## src/rtl/restador_secuencial_if.sv

```systemverilog
// ============================================================================
// Module   : restador_secuencial_if
// Purpose  : Signal bundle for restador_secuencial. Groups the upstream
//            operation handshake, the adder operand/result bus and the
//            downstream result handshake.
// Revision : 1.0 - initial release
// ----------------------------------------------------------------------------
// Signals
//   in_valid, in_ready, A, B, op     : operation request handshake
//   add_a, add_b, add_sum, add_cout  : link to the external ripple adder
//   out_valid, out_ready             : result handshake
//   Res, C, Ovf, Zero                : registered result and flags
// Modports
//   slave  : the sequencer's view (restador_secuencial)
//   master : the surrounding environment (producer, adder, consumer)
// ============================================================================
`default_nettype none

interface restador_secuencial_if #(
  parameter int WIDTH = 4
);
  logic             in_valid;
  logic             in_ready;
  logic [WIDTH-1:0] A;
  logic [WIDTH-1:0] B;
  logic             op;
  logic [WIDTH-1:0] add_a;
  logic [WIDTH-1:0] add_b;
  logic [WIDTH-1:0] add_sum;
  logic             add_cout;
  logic             out_valid;
  logic             out_ready;
  logic [WIDTH-1:0] Res;
  logic             C;
  logic             Ovf;
  logic             Zero;

  modport slave (
    input  in_valid, A, B, op, add_sum, add_cout, out_ready,
    output in_ready, add_a, add_b, out_valid, Res, C, Ovf, Zero
  );

  modport master (
    output in_valid, A, B, op, add_sum, add_cout, out_ready,
    input  in_ready, add_a, add_b, out_valid, Res, C, Ovf, Zero
  );
endinterface

`default_nettype wire

```

## src/rtl/restador_secuencial.sv

```systemverilog
// ============================================================================
// Module   : restador_secuencial
// Purpose  : Sequencing stage in front of a carry-in-less ripple adder.
//            Add is one adder pass; subtract is two passes:
//              pass 1: T = A + ~B   (carry c1)
//              pass 2: R = T + 1    (final carry = c1 | pass-2 carry)
//            Result and flags are registered and offered through a
//            valid/ready handshake. One operation in flight at a time.
// Revision : 1.0 - initial release
// ----------------------------------------------------------------------------
// Ports
//   clk    : system clock, rising edge
//   rst_n  : asynchronous active-low reset
//   bus    : restador_secuencial_if.slave
//            in_valid/in_ready/A/B/op  - operation request (op 1 = subtract)
//            add_a/add_b               - operands driven to the adder
//            add_sum/add_cout          - adder result (combinational)
//            out_valid/out_ready       - result handshake
//            Res/C/Ovf/Zero            - result, unsigned carry (no-borrow on
//                                        subtract), signed overflow, zero
// Configuration
//   RESTADOR_SAT_EN : when defined, Res saturates unsigned (add carry -> all
//                     ones, subtract borrow -> 0). C and Ovf keep the
//                     unsaturated meaning; Zero follows the saturated Res.
// ============================================================================
`default_nettype none

module restador_secuencial #(
  parameter int WIDTH = 4
) (
  input  wire logic           clk,
  input  wire logic           rst_n,
  restador_secuencial_if.slave bus
);

  localparam int C_MSB = WIDTH - 1;

  typedef enum logic [1:0] {
    S_IDLE  = 2'd0,
    S_PASS1 = 2'd1,
    S_PASS2 = 2'd2,
    S_DONE  = 2'd3
  } state_t;

  state_t           r_state;
  logic [WIDTH-1:0] r_a;
  logic [WIDTH-1:0] r_b;
  logic             r_op;
  logic [WIDTH-1:0] r_t;
  logic             r_c1;
  logic [WIDTH-1:0] r_res;
  logic             r_c;
  logic             r_ovf;
  logic             r_zero;

  logic [WIDTH-1:0] w_add_a;
  logic [WIDTH-1:0] w_add_b;
  logic             w_add_ovf;
  logic             w_sub_ovf;
  logic             w_sub_c;
  logic [WIDTH-1:0] w_add_res;
  logic [WIDTH-1:0] w_sub_res;

  // Adder operands are decoded only from registered state, so nothing on
  // the request side can ripple through to the adder.
  always_comb begin
    w_add_a = '0;
    w_add_b = '0;
    case (r_state)
      S_PASS1: begin
        w_add_a = r_a;
        w_add_b = r_op ? ~r_b : r_b;
      end
      S_PASS2: begin
        w_add_a = r_t;
        w_add_b = WIDTH'(1);
      end
      default: begin
        w_add_a = '0;
        w_add_b = '0;
      end
    endcase
  end

  // Flags. Ovf is evaluated against the unsaturated adder output, which is
  // the true modulo result on the cycle the result is loaded.
  assign w_add_ovf = (r_a[C_MSB] == r_b[C_MSB]) && (bus.add_sum[C_MSB] != r_a[C_MSB]);
  assign w_sub_ovf = (r_a[C_MSB] != r_b[C_MSB]) && (bus.add_sum[C_MSB] != r_a[C_MSB]);
  // c1 and the pass-2 carry are mutually exclusive, so OR gives the carry
  // of the full A + ~B + 1.
  assign w_sub_c   = r_c1 | bus.add_cout;

`ifdef RESTADOR_SAT_EN
  assign w_add_res = bus.add_cout ? {WIDTH{1'b1}} : bus.add_sum;
  assign w_sub_res = w_sub_c      ? bus.add_sum   : '0;
`else
  assign w_add_res = bus.add_sum;
  assign w_sub_res = bus.add_sum;
`endif

  always_ff @(posedge clk or negedge rst_n) begin
    if (!rst_n) begin
      r_state <= S_IDLE;
      r_a     <= '0;
      r_b     <= '0;
      r_op    <= 1'b0;
      r_t     <= '0;
      r_c1    <= 1'b0;
      r_res   <= '0;
      r_c     <= 1'b0;
      r_ovf   <= 1'b0;
      r_zero  <= 1'b0;
    end else begin
      case (r_state)
        S_IDLE: begin
          if (bus.in_valid) begin
            r_a     <= bus.A;
            r_b     <= bus.B;
            r_op    <= bus.op;
            r_state <= S_PASS1;
          end
        end
        S_PASS1: begin
          r_t  <= bus.add_sum;
          r_c1 <= bus.add_cout;
          if (r_op) begin
            r_state <= S_PASS2;
          end else begin
            r_res   <= w_add_res;
            r_c     <= bus.add_cout;
            r_ovf   <= w_add_ovf;
            r_zero  <= (w_add_res == '0);
            r_state <= S_DONE;
          end
        end
        S_PASS2: begin
          r_res   <= w_sub_res;
          r_c     <= w_sub_c;
          r_ovf   <= w_sub_ovf;
          r_zero  <= (w_sub_res == '0);
          r_state <= S_DONE;
        end
        S_DONE: begin
          if (bus.out_ready) begin
            r_state <= S_IDLE;
          end
        end
        default: r_state <= S_IDLE;
      endcase
    end
  end

  assign bus.in_ready  = (r_state == S_IDLE);
  assign bus.out_valid = (r_state == S_DONE);
  assign bus.add_a     = w_add_a;
  assign bus.add_b     = w_add_b;
  assign bus.Res       = r_res;
  assign bus.C         = r_c;
  assign bus.Ovf       = r_ovf;
  assign bus.Zero      = r_zero;

endmodule

`default_nettype wire
```

## src/flat_wrapper.sv

```systemverilog
// flat-port wrapper written by rule: the top's interface ports become plain ports
module restador_secuencial_flat 
#(
  parameter int WIDTH = 4
)
  (clk, rst_n, bus_in_valid, bus_A, bus_B, bus_op, bus_add_sum, bus_add_cout, bus_out_ready, bus_in_ready, bus_add_a, bus_add_b, bus_out_valid, bus_Res, bus_C, bus_Ovf, bus_Zero);
  restador_secuencial_if #(.WIDTH(WIDTH)) bus_i ();
  input  wire logic clk;
  input  wire logic rst_n;
  input wire logic [$bits(bus_i.in_valid)-1:0] bus_in_valid;
  input wire logic [$bits(bus_i.A)-1:0] bus_A;
  input wire logic [$bits(bus_i.B)-1:0] bus_B;
  input wire logic [$bits(bus_i.op)-1:0] bus_op;
  input wire logic [$bits(bus_i.add_sum)-1:0] bus_add_sum;
  input wire logic [$bits(bus_i.add_cout)-1:0] bus_add_cout;
  input wire logic [$bits(bus_i.out_ready)-1:0] bus_out_ready;
  output wire logic [$bits(bus_i.in_ready)-1:0] bus_in_ready;
  output wire logic [$bits(bus_i.add_a)-1:0] bus_add_a;
  output wire logic [$bits(bus_i.add_b)-1:0] bus_add_b;
  output wire logic [$bits(bus_i.out_valid)-1:0] bus_out_valid;
  output wire logic [$bits(bus_i.Res)-1:0] bus_Res;
  output wire logic [$bits(bus_i.C)-1:0] bus_C;
  output wire logic [$bits(bus_i.Ovf)-1:0] bus_Ovf;
  output wire logic [$bits(bus_i.Zero)-1:0] bus_Zero;
  assign bus_i.in_valid = bus_in_valid;
  assign bus_i.A = bus_A;
  assign bus_i.B = bus_B;
  assign bus_i.op = bus_op;
  assign bus_i.add_sum = bus_add_sum;
  assign bus_i.add_cout = bus_add_cout;
  assign bus_i.out_ready = bus_out_ready;
  assign bus_in_ready = bus_i.in_ready;
  assign bus_add_a = bus_i.add_a;
  assign bus_add_b = bus_i.add_b;
  assign bus_out_valid = bus_i.out_valid;
  assign bus_Res = bus_i.Res;
  assign bus_C = bus_i.C;
  assign bus_Ovf = bus_i.Ovf;
  assign bus_Zero = bus_i.Zero;
  restador_secuencial #(.WIDTH(WIDTH)) u_core (.clk(clk), .rst_n(rst_n), .bus(bus_i));
endmodule
```

## config.mk

```make
export PLATFORM = sky130hd
export DESIGN_NAME = restador_secuencial_flat
export DESIGN_NICKNAME = d
export VERILOG_FILES = /design/src/rtl/restador_secuencial_if.sv /design/src/rtl/restador_secuencial.sv /design/src/flat_wrapper.sv
export SDC_FILE = /design/constraint.sdc
export NUM_CORES = 1
export LEC_CHECK = 0
export BUFFER_PORTS_ARGS = -buffer_cell sky130_fd_sc_hd__buf_4
export CELL_PAD_IN_SITES_DETAIL_PLACEMENT = 1
export CELL_PAD_IN_SITES_GLOBAL_PLACEMENT = 2
export CORE_AREA = 2 2 62 64
export CTS_CLUSTER_DIAMETER = 200
export DETAILED_ROUTE_END_ITERATION = 12
export DIE_AREA = 0 0 64 66
export GPL_ROUTABILITY_DRIVEN = 0
export GPL_TIMING_DRIVEN = 0
export PLACE_DENSITY = 0.9
export SLEW_MARGIN = 20
export SYNTH_ARGS = -nofsm -noshare
export SYNTH_HDL_FRONTEND = slang
export SYNTH_SLANG_ARGS = --single-unit
```

## constraint.sdc

```tcl
create_clock -name clk -period 3.27 [get_ports clk]
set_clock_uncertainty 0.15 [all_clocks]
set_input_delay 0.1635 -clock clk [delete_from_list [all_inputs] [get_ports clk]]
set_output_delay 0.1635 -clock clk [all_outputs]
set_load 0.02 [all_outputs]
```

==> results of run 1 <==
## registers in the layout (all words and copies together), names as in the netlist
signal           count
u_core.r_op          1
u_core.r_c1          1
u_core.bus.Res       4
u_core.r_state       2
u_core.bus.Zero      1
u_core.bus.Ovf       1
u_core.r_b           4
u_core.r_t           4
u_core.r_a           4
u_core.bus.C         1
## path summary, 6_finish.rpt
path                                      to  depth (start not counted)              start  slack, ps
hold / removal             u_core.bus.Res[3]                          2              rst_n        120
setup reg to reg           u_core.bus.Res[0]                          4  u_core.r_state[0]       1300
max in group asynchronous      u_core.r_a[0]                          2              rst_n       2620
min in group clk           u_core.r_state[0]                          4      bus_out_ready        120
hold reg to reg               u_core.bus.Ovf                          1     u_core.bus.Ovf        380
setup / recovery                bus_add_b[2]                          5  u_core.r_state[0]       1190
## synthesized netlist by cell type
library cell and number:
ha_1 7, nor2b_1 8, a21oi_1 2, a22oi_1 4, or2_1 1, xnor2_1 4, nand2_1 3, xor2_1 1
mux2i_1 2, mux2_2 21, o41ai_1 1, o21ai_2 1, buf_4 1, dfrtp_1 23, nor4_1 1, o31ai_1 1
nand2b_1 2, nor2_1 4, inv_1 3, buf_2 1
## power groups by stage
stage | registers [mW] | clock network (mW) | logic (mW)
after global placement | 0.522 | 0 | 0.910
after global routing | 0.550 | 0.155 | 1.03
after floorplan | 0.558 | 0 | 0.600
after CTS | 0.528 | 0.140 | 0.954
after detailed placement | 0.535 | 0 | 0.938
final | 0.528 | 0.131 | 0.934
## layout make-up
class                   instances  area, sq um  area share
inverters                       3         11.3     0.00684
multi-input cells              63          554       0.337
plain buffers                   2         12.5     0.00760
clock buffers                   4         26.3      0.0160
flip-flops and latches         23          576       0.350
repair buffers                 49          405       0.246
well taps                      48         60.1      0.0365
## stage by stage
step | setup WS (ps) | instances
2_1_floorplan | 1540 | 91
3_3_place_gp | 1370 | 173
6_report | 1190 | 192
3_5_place_dp | 1300 | 173
5_1_grt | 987 | 192
4_1_cts | 1170 | 192
## kinds of logic after synthesis
family	share of synthesized area
AOI/OAI and AO/OA	0.0564
adders and majority gates	0.0759
muxes	0.222
xor gates and xnor gates	0.0380
and+or+nand+nor	0.0879
DFF	0.499
buffers and inverters	0.0206
## metal layers
metal	vias to the layer above	share of wire	track usage
li1	421	-	-
met1	425	0.43	0.170
met2	24	0.51	0.259
met3	4	0.054	0.0290
met4	0	0.011	0.0489
met5	-	0	0
## repair_timing
| item | in CTS | in global routing |
|---|---|---|
| hold buffers | 15 | 0 |
| endpoints found under the setup margin | 0 | 0 |
| endpoints found under the hold margin | 41 | 0 |
## placed cells by master, fill, tap and decap left out, drive strengths merged, types with 2 or more instances in the layout
| cell | instances |
|---|---|
| a21oi | 2 |
| a22oi | 4 |
| buf | 36 |
| clkbuf | 4 |
| dfrtp | 23 |
| dlygate4sd3 | 15 |
| ha | 7 |
| inv | 3 |
| mux2 | 21 |
| mux2i | 2 |
| nand2 | 3 |
| nand2b | 2 |
| nor2 | 4 |
| nor2b | 8 |
| xnor2 | 4 |
==> flow_summary.ini, run 1 <==
[status]
status = finished, final reports clean

[setup_path]
crit_path_end_kind = output pin
arrival_ps = 1770
slowest_delay_ps = 480
cp_slowest_cell = dfrtp_1
cp_cell_sequence = inv_1 > ha_1 > nand2_1 > nor2_1 > buf_4
start_kind = flop
path_buf_inv = 2
critical_path.max_fanout = 7
worstSetupPathType = flop to output pin
cp_top_family = flip-flops
critPathRequiredTime_ps = 2960

[layout]
final_util = 0.463
syn_to_final_growth_pct = 42.6
num_antenna_cells = 0
nFillCells = 371
drive_above_1_share = 0.424
layout.nets = 170
design_area_sq_mm = 0.00165

[drt]
avgRoutedWirePerCell_microns = 13.8
drtIter0Drc = 9
drc = 0
ant_nets = 0
drt_first_pass_iters = 4
wirelength_mm = 2.65
vias_per_cell = 4.55
via_count = 874

[sta]
tns_ps = 0
timing.fmax_mhz = 480
hold_slack_ps = 117
rsz0062_at_grt = false
period_needed_ps = 2080
max_slew_margin = 0.718
hold_viol = 0
setup_viol = 0
drv_slew = 0
period_share = 0.637
worst_pin_slew_ps = 423

[logic_synthesis]
synth_area_leaders = dfrtp_1 (50%), mux2_2 (20%), ha_1 (7.6%), nor2b_1 (4.3%), xnor2_1 (3.0%)
synth_top_area_share = 0.499
synth_nets = 116
synth_area_per_cell_sq_um = 12.7
yosysTopAreaCell = dfrtp_1
synth_warnings = 0
ys_seq_area_frac = 0.499
syn_inst = 91
syn_area_sq_mm = 0.00115
synth-seq-cells = 23
ys_types = 20

[power_and_ir_drop]
p_int_uw = 958
power_frac_comb = 0.586
power.switching_uw = 636
peakVddDrop_mv = 0.365
p_total_mw = 1.59
p_clk_frac = 0.082
p_leak_nw = 0.762
p_per_area_mw_per_mm2 = 969
power_frac_seq = 0.332
swShare = 0.399

[clocking]
cts_setup_buffers = 0
ctsResizeCount = 0
clk_pin_slew_ps = 120
cts-htree-levels = 1
worstSkewPairLatency_ps = 310
cts_tree = built
numCtsBuffers = 3
clock_sinks = 23
clockRootBuffer = clkbuf_4
cts_max_path_buffers = 2

[global_route]
grt_pass1_vias = 1013
antenna_found_initial = 0
grt_max_degree = 24
grt_use_total = 0.144
grt_pass1_wl_mm = 4.70
overflow = 0

[placement]
dpl_cell_area_sq_mm = 0.00147
io_buffers = 34
hpwlAfterDp_mm = 2.01

[die]
fp.dieW_microns = 64
ios = 35
die_y_microns = 66
die_area_sq_mm = 0.00422
initial_core_util = 0.325
core_area_sq_mm = 0.00355
fp-row-count = 22

[job]
cap_violations = 0

[hold_path]
hold_class = primary input to asynchronous set/reset pin
(Power assumes the default switching activity.)
==> inputs of run 2 (changes only) <==
--- a/config.mk
+++ b/config.mk
@@ -8,13 +8,13 @@
 export BUFFER_PORTS_ARGS = -buffer_cell sky130_fd_sc_hd__buf_4
 export CELL_PAD_IN_SITES_DETAIL_PLACEMENT = 1
 export CELL_PAD_IN_SITES_GLOBAL_PLACEMENT = 2
-export CORE_AREA = 2 2 62 64
+export CORE_AREA = 2 2 64 66
 export CTS_CLUSTER_DIAMETER = 200
 export DETAILED_ROUTE_END_ITERATION = 12
-export DIE_AREA = 0 0 64 66
+export DIE_AREA = 0 0 66 68
 export GPL_ROUTABILITY_DRIVEN = 0
 export GPL_TIMING_DRIVEN = 0
-export PLACE_DENSITY = 0.9
+export PLACE_DENSITY = 0.86
 export SLEW_MARGIN = 20
 export SYNTH_ARGS = -nofsm -noshare
 export SYNTH_HDL_FRONTEND = slang
==> constraint.sdc (replaced) <==
create_clock -name clk -period 2 [get_ports clk]
set_clock_uncertainty 0.15 [all_clocks]
set_input_delay 0.1 -clock clk [delete_from_list [all_inputs] [get_ports clk]]
set_output_delay 0.1 -clock clk [all_outputs]
set_load 0.02 [all_outputs]
==> flow_summary.ini, run 2 (synthesis gave the netlist of run 1 again) <==
[placement]
post-place-ws_ps = 26.5
io_buffers = 34
hpwlAfterDp_mm = 2.00

[layout]
ff_latch_area_sq_um = 578
layout_common_cells = buf_4 (35), mux2_2 (21), dfrtp_1 (21), dlygate4sd3_1 (15), nor2b_1 (8)
nFillCells = 433
multi_input_area_sq_um = 567
layout.cells.most_common = buf_4
syn_to_final_growth_pct = 46.1
drive_above_1_share = 0.465
layout.nets = 170
num_antenna_cells = 0

[power_and_ir_drop]
p_leak_nw = 0.768
p_per_area_mw_per_mm2 = 1630
peakVddDrop_mv = 0.859

[die]
die_y_microns = 68
die_area_sq_mm = 0.00449
core_area_sq_mm = 0.00386
fp-row-count = 23
ios = 35
fp.dieW_microns = 66
initial_core_util = 0.299

[drt]
drt_first_pass_iters = 2
wirelength_mm = 2.73
avgRoutedWirePerCell_microns = 14.0
drtIter0Drc = 22
ant_nets = 0
drc = 0
via_count = 897
vias_per_cell = 4.62

[clocking]
numCtsBuffers = 3
cts_max_path_buffers = 2
clock_sinks = 23
cts_setup_buffers = 0
worstSkewPairLatency_ps = 260
clockRootBuffer = clkbuf_8
clk_pin_slew_ps = 90
cts_tree = built
cts-htree-levels = 1

[global_route]
overflow = 0
grt_use_total = 0.135
grt_max_degree = 24
grt_pass1_wl_mm = 4.56
grt_pass1_vias = 962
antenna_found_initial = 0

[sta]
fin_ws_ps = 152
rsz0062_at_grt = false
period_needed_ps = 1850
worst_pin_slew_ps = 398
period_share = 0.924
max_slew_margin = 0.734
tns_ps = 0
setup_viol = 0
hold_viol = 0
timing.fmax_mhz = 541
drv_slew = 0

[setup_path]
critical_path.max_fanout = 7
cp_cell_sequence = inv_1 > ha_2 > nand2_1 > nor2_1 > buf_4
cp_slowest_cell = dfrtp_2
arrival_ps = 1600
start_kind = flop
critPathRequiredTime_ps = 1750
worstSetupPathType = flop to output pin
crit_path_end_kind = output pin
slowest_delay_ps = 420

[hold_path]
hold_class = primary input to flop

[status]
status = finished, final reports clean

[job]
cap_violations = 0
## run 2: stage by stage
stage                util  hold WS, ps  total power, mW  std cells  cell area (sq um)
floorplan               -         -346             1.89         91               1150
global placement    0.382         -141             2.34        175               1470
detailed placement  0.382         -133             2.41        175               1470
CTS                 0.433          100             2.76        194               1670
global route        0.437          128             2.97        194               1690
finish              0.437          101             2.75        194               1690
## run 2: power breakdown
group | leakage [nW] | switching (mW) | internal [mW]
clock | 0.0255 | 0.157 | 0.139
sequential | 0.271 | 0.173 | 0.708
combinational | 0.472 | 0.756 | 0.813
total | 0.768 | 1.09 | 1.66
## run 2: what timing repair did
item                       in CTS  in global routing
setup endpoints to repair       1                 13
hold endpoints to repair       42                  0
pin swaps                       0                  0
hold buffers                   15                  0
resized for setup               1                  6
## run 2: routing by layer
layer,GRT usage,wire length (microns),vias up
met5,0,0,-
met2,0.249,1420,23
met1,0.160,1170,453
li1,-,-,421
met4,0.0306,0,0
met3,0.0296,140,0
## run 2: critical path, delay by kind of cell, from the launching register on
family	cells	cell delay (ps)
and+or+nand+nor	2	250
buffers and inverters	2	260
DFF	1	420
adders and majority gates	1	410
## run 2: final cells by class
class,count,area share
buffer,2,0.00891
clock buffer,3,0.0245
sequential,23,0.343
tap,50,0.0371
inverter,3,0.00668
clock inverter,1,0.00297
timing repair buffer,49,0.241
multi-input combinational,63,0.336
## run 2: worst paths after layout
kind	startpoint	cells after the start	endpoint	slack, ps
worst min-delay path	bus_in_valid	4	u_core.r_state[0]	100
worst max register to register	u_core.r_state[0]	4	u_core.bus.Res[3]	280
worst max-delay path	u_core.r_state[0]	5	bus_add_b[1]	150
worst min register to register	u_core.bus.Ovf	1	u_core.bus.Ovf	370
min in group asynchronous	rst_n	2	u_core.r_a[3]	110
max in group asynchronous	rst_n	2	u_core.r_state[0]	1350
==> inputs of run 3 (changes only) <==
--- a/config.mk
+++ b/config.mk
@@ -8,13 +8,14 @@
 export BUFFER_PORTS_ARGS = -buffer_cell sky130_fd_sc_hd__buf_4
 export CELL_PAD_IN_SITES_DETAIL_PLACEMENT = 1
 export CELL_PAD_IN_SITES_GLOBAL_PLACEMENT = 2
-export CORE_AREA = 2 2 64 66
+export CORE_AREA = 2 2 62 64
+export CTS_BUF_LIST = sky130_fd_sc_hd__clkbuf_4
 export CTS_CLUSTER_DIAMETER = 200
 export DETAILED_ROUTE_END_ITERATION = 12
-export DIE_AREA = 0 0 66 68
+export DIE_AREA = 0 0 64 66
 export GPL_ROUTABILITY_DRIVEN = 0
 export GPL_TIMING_DRIVEN = 0
-export PLACE_DENSITY = 0.86
+export PLACE_DENSITY = 0.9
 export SLEW_MARGIN = 20
 export SYNTH_ARGS = -nofsm -noshare
 export SYNTH_HDL_FRONTEND = slang
==> flow_summary.ini, run 3 (synthesis gave the netlist of run 1 again) <==
[status]
status = finished, final reports clean

[clocking]
worstSkewPairLatency_ps = 310
clockRootBuffer = clkbuf_4
cts_tree = built
numCtsBuffers = 3
cts_max_path_buffers = 2
cts-htree-levels = 1
clock_sinks = 23
clk_pin_slew_ps = 120

[layout]
design_area_sq_mm = 0.00169
final_util = 0.476
nFillCells = 367
layout.nets = 172
drive_above_1_share = 0.486
layout_common_cells = buf_4 (37), mux2_2 (21), dfrtp_1 (21), dlygate4sd3_1 (15), nor2b_1 (8)
num_antenna_cells = 0
syn_to_final_growth_pct = 46.5
layout.cells.most_common = buf_4

[placement]
dpl_cell_area_sq_mm = 0.00147
post-place-ws_ps = 27.3
hpwlAfterDp_mm = 2.01
io_buffers = 34

[drt]
drt_first_pass_iters = 4
top_layer = met4
drtIter0Drc = 7
vias_per_cell = 4.52
drt-met1-wl_mm = 1.14
drc = 0
wirelength_mm = 2.73
wl_met2_mm = 1.42
wl_met3_microns = 142
avgRoutedWirePerCell_microns = 14.1
via_count = 877
ant_nets = 0

[power_and_ir_drop]
peakVddDrop_mv = 0.604
p_per_area_mw_per_mm2 = 1610
p_leak_nw = 0.769

[setup_path]
worstSetupPathType = flop to output pin
arrival_ps = 1640
cp_cell_sequence = inv_2 > ha_2 > buf_6 > a22oi_1 > nor2b_1 > buf_4
startpoint = u_core.r_state[1]
reg2regPathDepth = 4
start_kind = flop
path_depth = 6
path_buf_inv = 3
reg2reg_slack_ps = 170
reg2reg_from = u_core.r_state[1]
critical_path.max_fanout = 10
cp_top_family = flip-flops
critPathRequiredTime_ps = 1750
crit_path_end_kind = output pin
slowest_delay_ps = 460
cp_slowest_cell = dfrtp_2
r2r_end = u_core.bus.Res[0]

[sta]
period_share = 0.944
drv_slew = 0
worst_pin_slew_ps = 419
rsz0062_at_grt = false
setup_viol = 0
max_slew_margin = 0.720
hold_viol = 0
fin_ws_ps = 111
timing.fmax_mhz = 530
tns_ps = 0
hold_slack_ps = 54.3
period_needed_ps = 1890

[global_route]
grt_max_degree = 24
grt_pass1_vias = 1014
grt_use_total = 0.145
overflow = 0
antenna_found_initial = 0
grt_pass1_wl_mm = 4.71

[die]
die_area_sq_mm = 0.00422
fp.dieW_microns = 64
ios = 35
initial_core_util = 0.325
core_area_sq_mm = 0.00355
die_y_microns = 66
fp-row-count = 22

[hold_path]
hold_class = primary input to asynchronous set/reset pin

[job]
cap_violations = 0
-- run 3: changes by cell type in the layout (fill, tap and decap cells not counted), sizes merged --
cell / delta
clkinv: -1
buf: +3
-- run 3: report_power, final --
part	internal, mW	switching, mW
Sequential	0.706	0.163
Combinational	0.860	0.772
Clock	0.0915	0.136
Total	1.66	1.07
-- run 3: layout make-up --
cell class,instances,area (sq um),share of cell area
Sequential cell,23,578,0.342
Multi-Input combinational cell,63,572,0.338
Timing Repair Buffer,51,420,0.249
Tap cell,48,60.1,0.0355
Clock buffer,4,30.0,0.0178
Buffer,2,18.8,0.0111
Inverter,3,11.3,0.00666
-- run 3: worst max-delay path by stage --
stage,to,slack [ps]
6_report,bus_add_a[2],110
5_1_grt,bus_add_a[2],4
4_1_cts,u_core.bus.Zero,7
3_5_place_dp,u_core.bus.Zero,30
3_3_place_gp,u_core.bus.Ovf,100
2_1_floorplan,u_core.r_state[1],270
-- run 3: worst reg2reg max path, cell delays in order, from the launching register on --
cell	delay, ps
dfrtp_2	460
buf_4	150
ha_2	200
o21ai_2	380
mux2_2	390
-- run 3: layer usage --
| metal | vias to the layer above | GRT usage |
|---|---|---|
| met5 | - | 0 |
| met4 | 0 | 0.0489 |
| met3 | 4 | 0.0290 |
| met2 | 24 | 0.260 |
| met1 | 426 | 0.171 |
| li1 | 423 | - |
-- run 3: through the flow --
stage / power, mW / instances
CTS: 2.68 / 192
detailed placement: 2.41 / 173
global placement: 2.34 / 173
finish: 2.73 / 194
global route: 2.96 / 194
floorplan: 1.89 / 91
-- run 3: repair_timing --
action                                 CTS  global route
hold buffers                            15             0
endpoints found under the hold margin   42             0
pin swaps                                0             0
gates cloned                             0             0
setup endpoints to repair                6            14
resized for setup                        2             8
setup buffers                            0             2
